## config.mk

```make
export PLATFORM = sky130hd
export DESIGN_NAME = spi_cmd_sequencer
export DESIGN_NICKNAME = d
export VERILOG_FILES = /design/src/rtl/spi_sys_pkg.sv /design/src/rtl/spi_result_serializer.sv /design/src/rtl/spi_cmd_sequencer.sv
export SDC_FILE = /design/constraint.sdc
export NUM_CORES = 1
export LEC_CHECK = 0
export ABC_CLOCK_PERIOD_IN_PS = 8650
export CAP_MARGIN = 20
export CORE_MARGIN = 2
export CORE_UTILIZATION = 50
export DETAILED_ROUTE_END_ITERATION = 12
export PLACE_DENSITY = 0.79
export SYNTH_ARGS = -nofsm -noshare
export SYNTH_HDL_FRONTEND = slang
export SYNTH_SLANG_ARGS = --single-unit
```

## constraint.sdc

```tcl
create_clock -name clk -period 8.65 [get_ports clk]
set_input_delay 1.73 -clock clk [delete_from_list [all_inputs] [get_ports clk]]
set_output_delay 1.73 -clock clk [all_outputs]
set_load 0.02 [all_outputs]
```

## src/rtl/spi_sys_pkg.sv

```systemverilog
// Shared command codes, state encoding and size defaults for the SPI command path.
// Included by the sequencer and the result serializer.
package spi_sys_pkg;

  localparam int N_DEF       = 4;
  localparam int A_W_DEF     = 16;
  localparam int B_W_DEF     = 8;
  localparam int R_W_DEF     = 32;
  localparam int RUN_TMO_DEF = 4096;

  localparam logic [7:0] CMD_LOAD_A = 8'h10;
  localparam logic [7:0] CMD_LOAD_B = 8'h20;
  localparam logic [7:0] CMD_START  = 8'h30;
  localparam logic [7:0] CMD_READ   = 8'h40;
  localparam logic [7:0] CMD_STATUS = 8'h50;
  localparam logic [7:0] CMD_ABORT  = 8'hFF;

  typedef enum logic [2:0] {
    ST_IDLE,
    ST_LOAD_A,
    ST_LOAD_B,
    ST_RUN,
    ST_READ
  } state_t;

  function automatic logic [7:0] status_byte(input logic err, input logic irq,
                                             input logic busy, input logic active);
    return {4'b0000, err, irq, busy, active};
  endfunction

endpackage

```

## src/rtl/spi_result_serializer.sv

```systemverilog
// Walks the result matrix byte by byte (little-endian per element) and drives the MISO byte.
// A result byte reaches tx_data two clocks after the request; status bytes load the next clock.
module spi_result_serializer
  import spi_sys_pkg::*;
#(
  parameter int R_W = R_W_DEF
) (
  input  logic           clk,
  input  logic           rst,
  input  logic           i_start,
  input  logic           i_adv,
  input  logic           i_clr,
  input  logic           i_stat_vld,
  input  logic [7:0]     i_stat_dat,
  input  logic [R_W-1:0] i_res_rd_data,
  output logic [3:0]     o_res_rd_addr,
  output logic [7:0]     o_tx_data,
  output logic           o_tx_valid,
  output logic           o_at_last
);

  logic [5:0] r_idx;
  logic [3:0] r_addr;
  logic [1:0] r_pend;
  logic [7:0] r_tx_data;
  logic       r_tx_valid;
  logic [5:0] w_idx_inc;
  logic [7:0] w_res_byte;

  assign w_idx_inc  = r_idx + 6'd1;
  assign w_res_byte = i_res_rd_data[{r_idx[1:0], 3'b000} +: 8];
  assign o_at_last  = (r_idx == 6'd63);

  // r_pend[0]: address just issued; r_pend[1]: read data is now valid at the memory port
  always_ff @(posedge clk or posedge rst) begin
    if (rst) begin
      r_idx      <= '0;
      r_addr     <= '0;
      r_pend     <= '0;
      r_tx_data  <= '0;
      r_tx_valid <= 1'b0;
    end else begin
      r_tx_valid <= 1'b0;
      r_pend     <= {r_pend[0], 1'b0};
      if (r_pend[1]) begin
        r_tx_data  <= w_res_byte;
        r_tx_valid <= 1'b1;
      end
      if (i_clr) begin
        r_idx  <= '0;
        r_addr <= '0;
        r_pend <= '0;
      end else if (i_start) begin
        r_idx  <= '0;
        r_addr <= '0;
        r_pend <= 2'b01;
      end else if (i_adv) begin
        if (o_at_last) begin
          r_idx      <= '0;
          r_addr     <= '0;
          r_pend     <= '0;
          r_tx_data  <= 8'h00;
          r_tx_valid <= 1'b1;
        end else begin
          r_idx  <= w_idx_inc;
          r_addr <= w_idx_inc[5:2];
          r_pend <= 2'b01;
        end
      end
      if (i_stat_vld) begin
        r_tx_data  <= i_stat_dat;
        r_tx_valid <= 1'b1;
      end
    end
  end

  assign o_res_rd_addr = r_addr;
  assign o_tx_data     = r_tx_data;
  assign o_tx_valid    = r_tx_valid;

endmodule

```

## src/rtl/spi_cmd_sequencer.sv

```systemverilog
// Decodes SPI command bytes, loads A/B operands, starts and times the systolic core,
// and hands result/status bytes to the serializer for MISO.
module spi_cmd_sequencer
  import spi_sys_pkg::*;
#(
  parameter int N       = N_DEF,
  parameter int A_W     = A_W_DEF,
  parameter int B_W     = B_W_DEF,
  parameter int R_W     = R_W_DEF,
  parameter int RUN_TMO = RUN_TMO_DEF
) (
  input  logic           clk,
  input  logic           rst,
  input  logic           rx_valid,
  input  logic [7:0]     rx_data,
  output logic [7:0]     tx_data,
  output logic           tx_valid,
  output logic           a_wr_en,
  output logic [3:0]     a_wr_addr,
  output logic [A_W-1:0] a_wr_data,
  output logic           b_wr_en,
  output logic [3:0]     b_wr_addr,
  output logic [B_W-1:0] b_wr_data,
  output logic           core_start,
  input  logic           core_done,
  output logic [3:0]     res_rd_addr,
  input  logic [R_W-1:0] res_rd_data,
  output logic           irq,
  output logic           busy,
  output logic           err
);

  localparam int         TMO_W   = $clog2(RUN_TMO);
  localparam logic [3:0] LAST_EL = 4'(N*N-1);

  state_t         r_state, w_state_nxt, w_eff_state;
  logic [3:0]     r_a_cnt, w_a_cnt_nxt;
  logic           r_a_half, w_a_half_nxt;
  logic [7:0]     r_a_lo, w_a_lo_nxt;
  logic [3:0]     r_b_cnt, w_b_cnt_nxt;
  logic [TMO_W-1:0] r_tmo, w_tmo_nxt;
  logic           r_irq, w_irq_nxt;
  logic           r_err, w_err_nxt;
  logic           r_core_start, w_core_start_nxt;
  logic           r_a_wr_en, w_a_wr_en_nxt;
  logic [3:0]     r_a_wr_addr, w_a_wr_addr_nxt;
  logic [A_W-1:0] r_a_wr_data, w_a_wr_data_nxt;
  logic           r_b_wr_en, w_b_wr_en_nxt;
  logic [3:0]     r_b_wr_addr, w_b_wr_addr_nxt;
  logic [B_W-1:0] r_b_wr_data, w_b_wr_data_nxt;
  logic           w_ser_start, w_ser_adv, w_ser_clr, w_stat_vld, w_ser_at_last;
  logic [7:0]     w_stat_dat;

  always_ff @(posedge clk or posedge rst) begin
    if (rst) begin
      r_state      <= ST_IDLE;
      r_a_cnt      <= '0;
      r_a_half     <= 1'b0;
      r_a_lo       <= '0;
      r_b_cnt      <= '0;
      r_tmo        <= '0;
      r_irq        <= 1'b0;
      r_err        <= 1'b0;
      r_core_start <= 1'b0;
      r_a_wr_en    <= 1'b0;
      r_a_wr_addr  <= '0;
      r_a_wr_data  <= '0;
      r_b_wr_en    <= 1'b0;
      r_b_wr_addr  <= '0;
      r_b_wr_data  <= '0;
    end else begin
      r_state      <= w_state_nxt;
      r_a_cnt      <= w_a_cnt_nxt;
      r_a_half     <= w_a_half_nxt;
      r_a_lo       <= w_a_lo_nxt;
      r_b_cnt      <= w_b_cnt_nxt;
      r_tmo        <= w_tmo_nxt;
      r_irq        <= w_irq_nxt;
      r_err        <= w_err_nxt;
      r_core_start <= w_core_start_nxt;
      r_a_wr_en    <= w_a_wr_en_nxt;
      r_a_wr_addr  <= w_a_wr_addr_nxt;
      r_a_wr_data  <= w_a_wr_data_nxt;
      r_b_wr_en    <= w_b_wr_en_nxt;
      r_b_wr_addr  <= w_b_wr_addr_nxt;
      r_b_wr_data  <= w_b_wr_data_nxt;
    end
  end

  always_comb begin
    w_eff_state      = r_state;
    w_state_nxt      = r_state;
    w_a_cnt_nxt      = r_a_cnt;
    w_a_half_nxt     = r_a_half;
    w_a_lo_nxt       = r_a_lo;
    w_b_cnt_nxt      = r_b_cnt;
    w_tmo_nxt        = r_tmo;
    w_irq_nxt        = r_irq;
    w_err_nxt        = r_err;
    w_core_start_nxt = 1'b0;
    w_a_wr_en_nxt    = 1'b0;
    w_a_wr_addr_nxt  = r_a_wr_addr;
    w_a_wr_data_nxt  = r_a_wr_data;
    w_b_wr_en_nxt    = 1'b0;
    w_b_wr_addr_nxt  = r_b_wr_addr;
    w_b_wr_data_nxt  = r_b_wr_data;
    w_ser_start      = 1'b0;
    w_ser_adv        = 1'b0;
    w_ser_clr        = 1'b0;
    w_stat_vld       = 1'b0;
    w_stat_dat       = 8'h00;

    // Run completion resolves before the byte of the same cycle is decoded
    if (r_state == ST_RUN) begin
      if (core_done) begin
        w_eff_state = ST_IDLE;
        w_irq_nxt   = 1'b1;
      end else if (r_tmo == TMO_W'(RUN_TMO-1)) begin
        w_eff_state = ST_IDLE;
        w_err_nxt   = 1'b1;
      end else begin
        w_tmo_nxt = r_tmo + 1'b1;
      end
    end
    w_state_nxt = w_eff_state;

    if (rx_valid) begin
      case (w_eff_state)
        ST_IDLE: begin
          case (rx_data)
            CMD_LOAD_A: begin
              w_state_nxt  = ST_LOAD_A;
              w_a_cnt_nxt  = '0;
              w_a_half_nxt = 1'b0;
            end
            CMD_LOAD_B: begin
              w_state_nxt = ST_LOAD_B;
              w_b_cnt_nxt = '0;
            end
            CMD_START: begin
              w_state_nxt      = ST_RUN;
              w_core_start_nxt = 1'b1;
              w_irq_nxt        = 1'b0;
              w_tmo_nxt        = '0;
            end
            CMD_READ: begin
              w_state_nxt = ST_READ;
              w_irq_nxt   = 1'b0;
              w_ser_start = 1'b1;
            end
            CMD_STATUS: begin
              w_stat_vld = 1'b1;
              w_stat_dat = status_byte(w_err_nxt, w_irq_nxt, 1'b0, 1'b0);
              w_err_nxt  = 1'b0;
            end
            CMD_ABORT: ;
            default: w_err_nxt = 1'b1;
          endcase
        end
        ST_RUN: begin
          if (rx_data == CMD_STATUS) begin
            w_stat_vld = 1'b1;
            w_stat_dat = status_byte(w_err_nxt, w_irq_nxt, 1'b1, 1'b1);
            w_err_nxt  = 1'b0;
          end
        end
        ST_LOAD_A: begin
          // 0xFF is only a command between elements; inside an element it is data
          if (!r_a_half && rx_data == CMD_ABORT) begin
            w_state_nxt = ST_IDLE;
            w_a_cnt_nxt = '0;
          end else if (!r_a_half) begin
            w_a_lo_nxt   = rx_data;
            w_a_half_nxt = 1'b1;
          end else begin
            w_a_wr_en_nxt   = 1'b1;
            w_a_wr_addr_nxt = r_a_cnt;
            w_a_wr_data_nxt = A_W'({rx_data, r_a_lo});
            w_a_half_nxt    = 1'b0;
            if (r_a_cnt == LAST_EL) begin
              w_state_nxt = ST_IDLE;
              w_a_cnt_nxt = '0;
            end else begin
              w_a_cnt_nxt = r_a_cnt + 4'd1;
            end
          end
        end
        ST_LOAD_B: begin
          if (rx_data == CMD_ABORT) begin
            w_state_nxt = ST_IDLE;
            w_b_cnt_nxt = '0;
          end else begin
            w_b_wr_en_nxt   = 1'b1;
            w_b_wr_addr_nxt = r_b_cnt;
            w_b_wr_data_nxt = B_W'(rx_data);
            if (r_b_cnt == LAST_EL) begin
              w_state_nxt = ST_IDLE;
              w_b_cnt_nxt = '0;
            end else begin
              w_b_cnt_nxt = r_b_cnt + 4'd1;
            end
          end
        end
        ST_READ: begin
          if (rx_data == CMD_ABORT) begin
            w_state_nxt = ST_IDLE;
            w_ser_clr   = 1'b1;
          end else begin
            w_ser_adv = 1'b1;
            if (w_ser_at_last) w_state_nxt = ST_IDLE;
          end
        end
        default: w_state_nxt = ST_IDLE;
      endcase
    end
  end

  spi_result_serializer #(
    .R_W (R_W)
  ) u_serializer (
    .clk           (clk),
    .rst           (rst),
    .i_start       (w_ser_start),
    .i_adv         (w_ser_adv),
    .i_clr         (w_ser_clr),
    .i_stat_vld    (w_stat_vld),
    .i_stat_dat    (w_stat_dat),
    .i_res_rd_data (res_rd_data),
    .o_res_rd_addr (res_rd_addr),
    .o_tx_data     (tx_data),
    .o_tx_valid    (tx_valid),
    .o_at_last     (w_ser_at_last)
  );

  assign a_wr_en    = r_a_wr_en;
  assign a_wr_addr  = r_a_wr_addr;
  assign a_wr_data  = r_a_wr_data;
  assign b_wr_en    = r_b_wr_en;
  assign b_wr_addr  = r_b_wr_addr;
  assign b_wr_data  = r_b_wr_data;
  assign core_start = r_core_start;
  assign irq        = r_irq;
  assign err        = r_err;
  assign busy       = (r_state == ST_RUN);

endmodule

```

# --- Word-level counts from Yosys, hierarchy flattened ---
# Cells that the tools add are included.
classes:
  addsub: 4
  multipliers: 0
  div: 0
  magnitude_cmp: 0
  eq_ne: 19
  n_shift: 1
  mux: 93
  n_bitwise: 3
  reduce_logical: 15
ops:
  columns: ["operator", "n"]
  rows:
  - ["12-bit two-way mux", 6]
  - ["4-bit two-way mux", 14]
  - ["8-bit two-way mux", 6]
  - ["1-bit two-way mux", 41]
  - ["3-bit two-way mux", 11]
  - ["32-bit by 6-bit variable part select with 8-bit output", 1]
  - ["6-bit two-way mux", 4]
  - ["4-bit case mux with 2 select lines", 3]
  - ["8-bit by 6-bit equality test with 1-bit output (second input constant)", 2]
  - ["8-bit by 7-bit equality test with 1-bit output (second input constant)", 2]
  - ["4-bit AND reduction", 4]
  - ["3-bit case mux with 5 select lines", 1]
  - ["12-bit by 1-bit adder with 12-bit output (second input constant)", 1]
  - ["12-bit equality test (second input constant)", 1]
  - ["3-bit case mux with 4 select lines", 1]
  - ["3-bit by 2-bit equality test with 1-bit output (second input constant)", 3]
  - ["4-bit by 1-bit adder with 4-bit output (second input constant)", 2]
  - ["4-bit equality test (second input constant)", 2]
  - ["8-bit by 5-bit equality test with 1-bit output (second input constant)", 1]
  - ["8-bit equality test (second input constant)", 1]
  - ["6-bit by 1-bit adder with 6-bit output (second input constant)", 1]
  - ["6-bit equality test (second input constant)", 1]
  - ["2-bit two-way mux", 3]
  - ["1-bit case mux with 2 select lines", 3]
  - ["other kinds (14)", 20]
totals:
  register_bits: 90
  latchBits: 0
  mem_bits_rw: 0
  rom_bits: 0
  input_bits: 44
  memories: 0

# --- Longest topological paths before layout ---
logic_depth:
  ltp_word: 11
  mapped_depth: 9
  depth_no_buf: 6

# --- Modules after synthesis ---
# Synthesis repeated with hierarchy kept, for this count alone.
hier_totals:
  hier_cells: 425
  area_unflattened_um2: 4349.2
modules_own_cells:
  columns: ["module", "instances", "cells_each", "area_per_inst_um2"]
  rows:
  - ["spi_cmd_sequencer", 1, 320, 3198.1]
  - ["spi_result_serializer", 1, 105, 1151.1]

# --- Worst setup path before layout ---
# Ideal clock, no wire load.
synth_timing:
  kind: "in2reg"
  start: "in rx_data[7]"
  end: "reg r_tmo[0]"
  arrival_time_ns: 3.440
  t_required_ns: 8.531
  path_slack_ns: 5.091
  path_stages: 8
  path_buffers: 3
  cell_sequence: "or4_1 buf_2 or4b_4 a21oi_2 and3_1 buf_6 buf_8 nor2_1"
synth_via:
  elab_chain_len: 4
synth_lines:
  columns: ["element", "line", "text"]
  rows:
  - ["from (decl)", "spi_cmd_sequencer.sv:15", "input logic [7:0] rx_data,"]
  - ["8-bit by 6-bit equality test with 1-bit output", "spi_cmd_sequencer.sv:130", "case (rx_data)"]
  - ["12-bit two-way mux", "spi_cmd_sequencer.sv:130", null]
  - ["12-bit two-way mux", "spi_cmd_sequencer.sv:128", "case (w_eff_state)"]
  - ["12-bit two-way mux", "spi_cmd_sequencer.sv:127", "if (rx_valid) begin"]
  - ["net w_tmo_nxt[0]", "spi_cmd_sequencer.sv:41", "logic [TMO_W-1:0] r_tmo, w_tmo_nxt;"]
  - ["to (signal assigned)", "spi_cmd_sequencer.sv:77", "r_tmo <= w_tmo_nxt;"]
  - ["to (decl)", "spi_cmd_sequencer.sv:41", null]
# The timed path passes the listed nets, and every way through them passes these cells.
# A chain may end at the register's enable or synchronous reset.

# --- Worst setup path in the final report ---
layout_timing:
  start: "in rx_data[1]"
  end: "reg r_b_cnt[1]"
layout_via:
  elab_chain_len: 3
layout_lines:
  columns: ["element", "line", "text"]
  rows:
  - ["8-bit equality test or 8-bit by 6-bit equality test with 1-bit output (tied branches)", "spi_cmd_sequencer.sv:189, spi_cmd_sequencer.sv:130", null]
  - ["4-bit two-way mux or 2-bit by 1-bit != test with 1-bit output (tied branches)", null, null]
  - ["4-bit case mux with 2 select lines or 3-bit AND reduction (tied branches)", null, null]
  - ["to (signal assigned)", "spi_cmd_sequencer.sv:76", "r_b_cnt <= w_b_cnt_nxt;"]
  - ["to (decl)", "spi_cmd_sequencer.sv:40", "logic [3:0] r_b_cnt, w_b_cnt_nxt;"]
# Several ways; a longest one is shown, not always the timed one.

==> metrics.txt <==
post-synthesis xor/xnor area fraction=1.80%; via count=3572; min Tclk post-route=4.25 ns; CP arrival=4.51 ns; # fillers=686; Congestion Overflow GR=0; synthesized net count=460; final setup fails=0; vias in the first global route=3446; largest family of logic cells by synthesized area=simple AND/OR/NAND/NOR gates; area share of fa/ha/maj cells after synthesis=1.14%; Port Buffers=94; Post-Synth Simple-Gate Area=19.1%; Syn Std Cell Area=4390 µm²; asr flop ratio synth=100%; Pleak=2.41 nW; total CTS buffers=9; Final ANT Viol Nets=0; final slew viol count=0; dpl hpwl=7080 µm; Yosys reg bits=86; drt wl/cell=17.0 µm; largest net degree at the start of global routing=87; area grow syn2layout=26.8%; via/cell ratio=5.91; Reg clk slew, reported paths=0.08 ns; Final nets=540; IO Pins=95; gr usage total=22.2%; Clk Latency, worst-skew pair=0.37 ns; compound-gate portion of the synthesized area=11.2%; antenna violations before repair=0; Remaining DRCs=0; mux contribution to synthesized area=13.8%; row count=34; worst setup margin=4.40 ns; Ys Warns=0; PwrDens=284 nW/µm²; Cells after Synth=412; type of the tightest min-delay check=flip-flop to flip-flop; starting DRC count in detailed routing=224; worst slack, placed=4.04 ns; CTS tree=done; Unique masters post-synth=66; global-route wire length before repair=17100 µm; Fin. Hold Viols=0; startpoint types=input pin; sequential area share after synthesis=49.1%; TNS Setup=0 ns; worst-path fanout max=15; Synth Area per Inst=10.6 µm²; H-Tree Depth=3; area of the multi-input gates=2060 µm²; initial core utilization=51.0%; worst rel slew slack=42.0%; post-route core utilization=64.7%; CTS max path bufs=2; critical path class=input pin to flip-flop; share of cells above drive strength 1=14.1%; required time worst endpoint=8.90 ns; Final Cycle Share=49.2%; Die Y=97.7 µm; Main synth FF type=dfrtp_1; root buffer cell=clkbuf_8; status=finished clean; crit path capture type=flip-flop; Max Cap Viol=0; CTS sink count=86; cell area after layout=5560 µm²; Worst-Margin Slew=0.867 ns; drt first pass iters=4; worst hold slack=0.477 ns; largest vdd supply drop=0.232 mV; # hold bufs at CTS=0; Routability Congestion=0.803; overall die width=97.7 µm; Storage cell area=2150 µm²; die area=9540 µm²; CORE AREA=8590 µm²; final wirelength=10300 µm; Post-CTS Repair Setup Buffers=0; clock skew=0.0110 ns; placed instance area=5320 µm²; post-cts sizing count=0; n_diodes=0; FMAX=235 MHz; RSZ-0062 raised after global routing=no; number of synthesized flops with an enable pin=0
## cells by family (layout without fill, tap and decap cells)
kind of cell | Yosys count | in the layout
AO/OA/AOI/OAI | 70 | 70
XOR/XNOR | 9 | 9
adder cells (fa/ha/maj) | 4 | 4
buffers and inverters | 35 | 119
flip-flops | 86 | 86
multiplexers | 47 | 47
AND/OR/NAND/NOR | 161 | 161
## final timing paths
path | startpoint | to | slack, ns | cells after the start
worst max-delay path | rx_data[1] | r_b_cnt[1] | 4.40 | 6
worst min register to register | u_serializer.r_pend[0] | u_serializer.r_pend[1] | 0.48 | 1
min in group asynchronous | rst | b_wr_addr[3] | 1.67 | 3
worst min-delay path | u_serializer.r_pend[0] | u_serializer.r_pend[1] | 0.48 | 1
max in group asynchronous | rst | a_wr_data[15] | 6.36 | 4
worst max register to register | r_state[1] | r_b_cnt[2] | 6.30 | 6
## power breakdown
part           internal [mW]  switching, mW  total, mW
clock network          0.131          0.146      0.277
logic                  0.332          0.315      0.647
registers              0.537          0.118      0.655
total                   1.00          0.579       1.58
## layout make-up
class	count	area share (%)
well taps	108	2.43
clock buffers	9	2.23
clock inverters	6	1.15
inverters	6	0.428
flip-flops and latches	86	38.7
multi-input cells	291	37.1
repair buffers	98	18.0
## cells in the mapped netlist, types with 2 or more instances
master	count	area, µm²
mux4_2	8	180
o21ai_0	14	70.1
a31oi_1	5	31.3
xor2_1	8	70.1
a22oi_1	3	22.5
nor3_1	7	35.0
and3_1	5	31.3
nor3b_1	5	37.5
o31ai_1	2	15.0
or2_2	4	25.0
or3b_2	3	26.3
nand4_1	10	62.6
ha_1	4	50.1
a21boi_0	2	15.0
nand2_1	59	221
a21o_1	6	45.0
and4_1	5	43.8
nand3_1	14	70.1
a311oi_1	2	17.5
or3_1	3	18.8
o21bai_1	2	15.0
nor2b_1	3	18.8
dfrtp_1	86	2150
a211oi_1	2	15.0
mux2_2	29	327
mux2i_1	10	100
a21oi_1	11	55.1
nor2_1	25	93.8
nand4b_1	2	17.5
o22ai_1	2	12.5
nand3b_1	2	15.0
inv_1	6	22.5
a22o_1	2	17.5
nor4_1	2	12.5
a311o_1	2	20.0
o21a_1	2	15.0
buf_1	2	7.51
buf_2	5	25.0
nand2b_1	2	12.5
clkbuf_1	16	60.1
nor4b_1	2	17.5
buf_4	4	30.0
## per-layer routing
metal  part of all wire, %  track usage (%)
met2                    46             35.0
met1                    44             28.9
met5                     0                0
met3                   9.3             8.20
met4                   1.3             6.84
## worst max-delay path, stage by stage
cell and delay (ns):
clkdlybuf4s50_1 0.76, nand4_1 0.37, or2_2 0.45, nand3_1 0.48, inv_1 0.38, a22o_1 0.33
## state kept, by name, indices dropped and copies added (netlist names)
signal and cells:
b_wr_data 8, u_serializer.r_pend 2, u_serializer.r_idx 2, r_a_cnt 4, core_start 1, irq 1
a_wr_data 16, u_serializer.o_tx_data 8, b_wr_en 1, a_wr_en 1, r_state 3, u_serializer.o_tx_valid 1
a_wr_addr 4, r_a_half 1, b_wr_addr 4, err 1, r_a_lo 8, r_tmo 12
r_b_cnt 4, u_serializer.o_res_rd_addr 4
## layout by cell type, fill, tap and decap left out, drive strengths merged, types with 3 or more instances in the layout
cell type	count
mux2	29
nand2	59
nor2	25
nor2b	3
buf	4
nand3	14
clkbuf	9
nand4	10
xor2	8
a211oi	3
inv	5
o21ai	15
or3b	3
or4b	3
dfrtp	86
and3	5
clkinv	4
mux2i	10
clkdlybuf4s50	94
a21oi	12
nor3b	5
a31oi	5
a21o	6
mux4	8
or3	3
nor3	7
or2	4
and4	5
a22oi	3
ha	4
## metrics by stage
| stage | instances | total power, mW |
|---|---|---|
| after floorplan | 412 | 1.02 |
| after global placement | 586 | 1.28 |
| after detailed placement | 586 | 1.30 |
| after CTS | 601 | 1.58 |
| after global routing | 604 | 1.67 |
| final | 604 | 1.58 |
No activity file was read; power rests on OpenSTA's default activity.
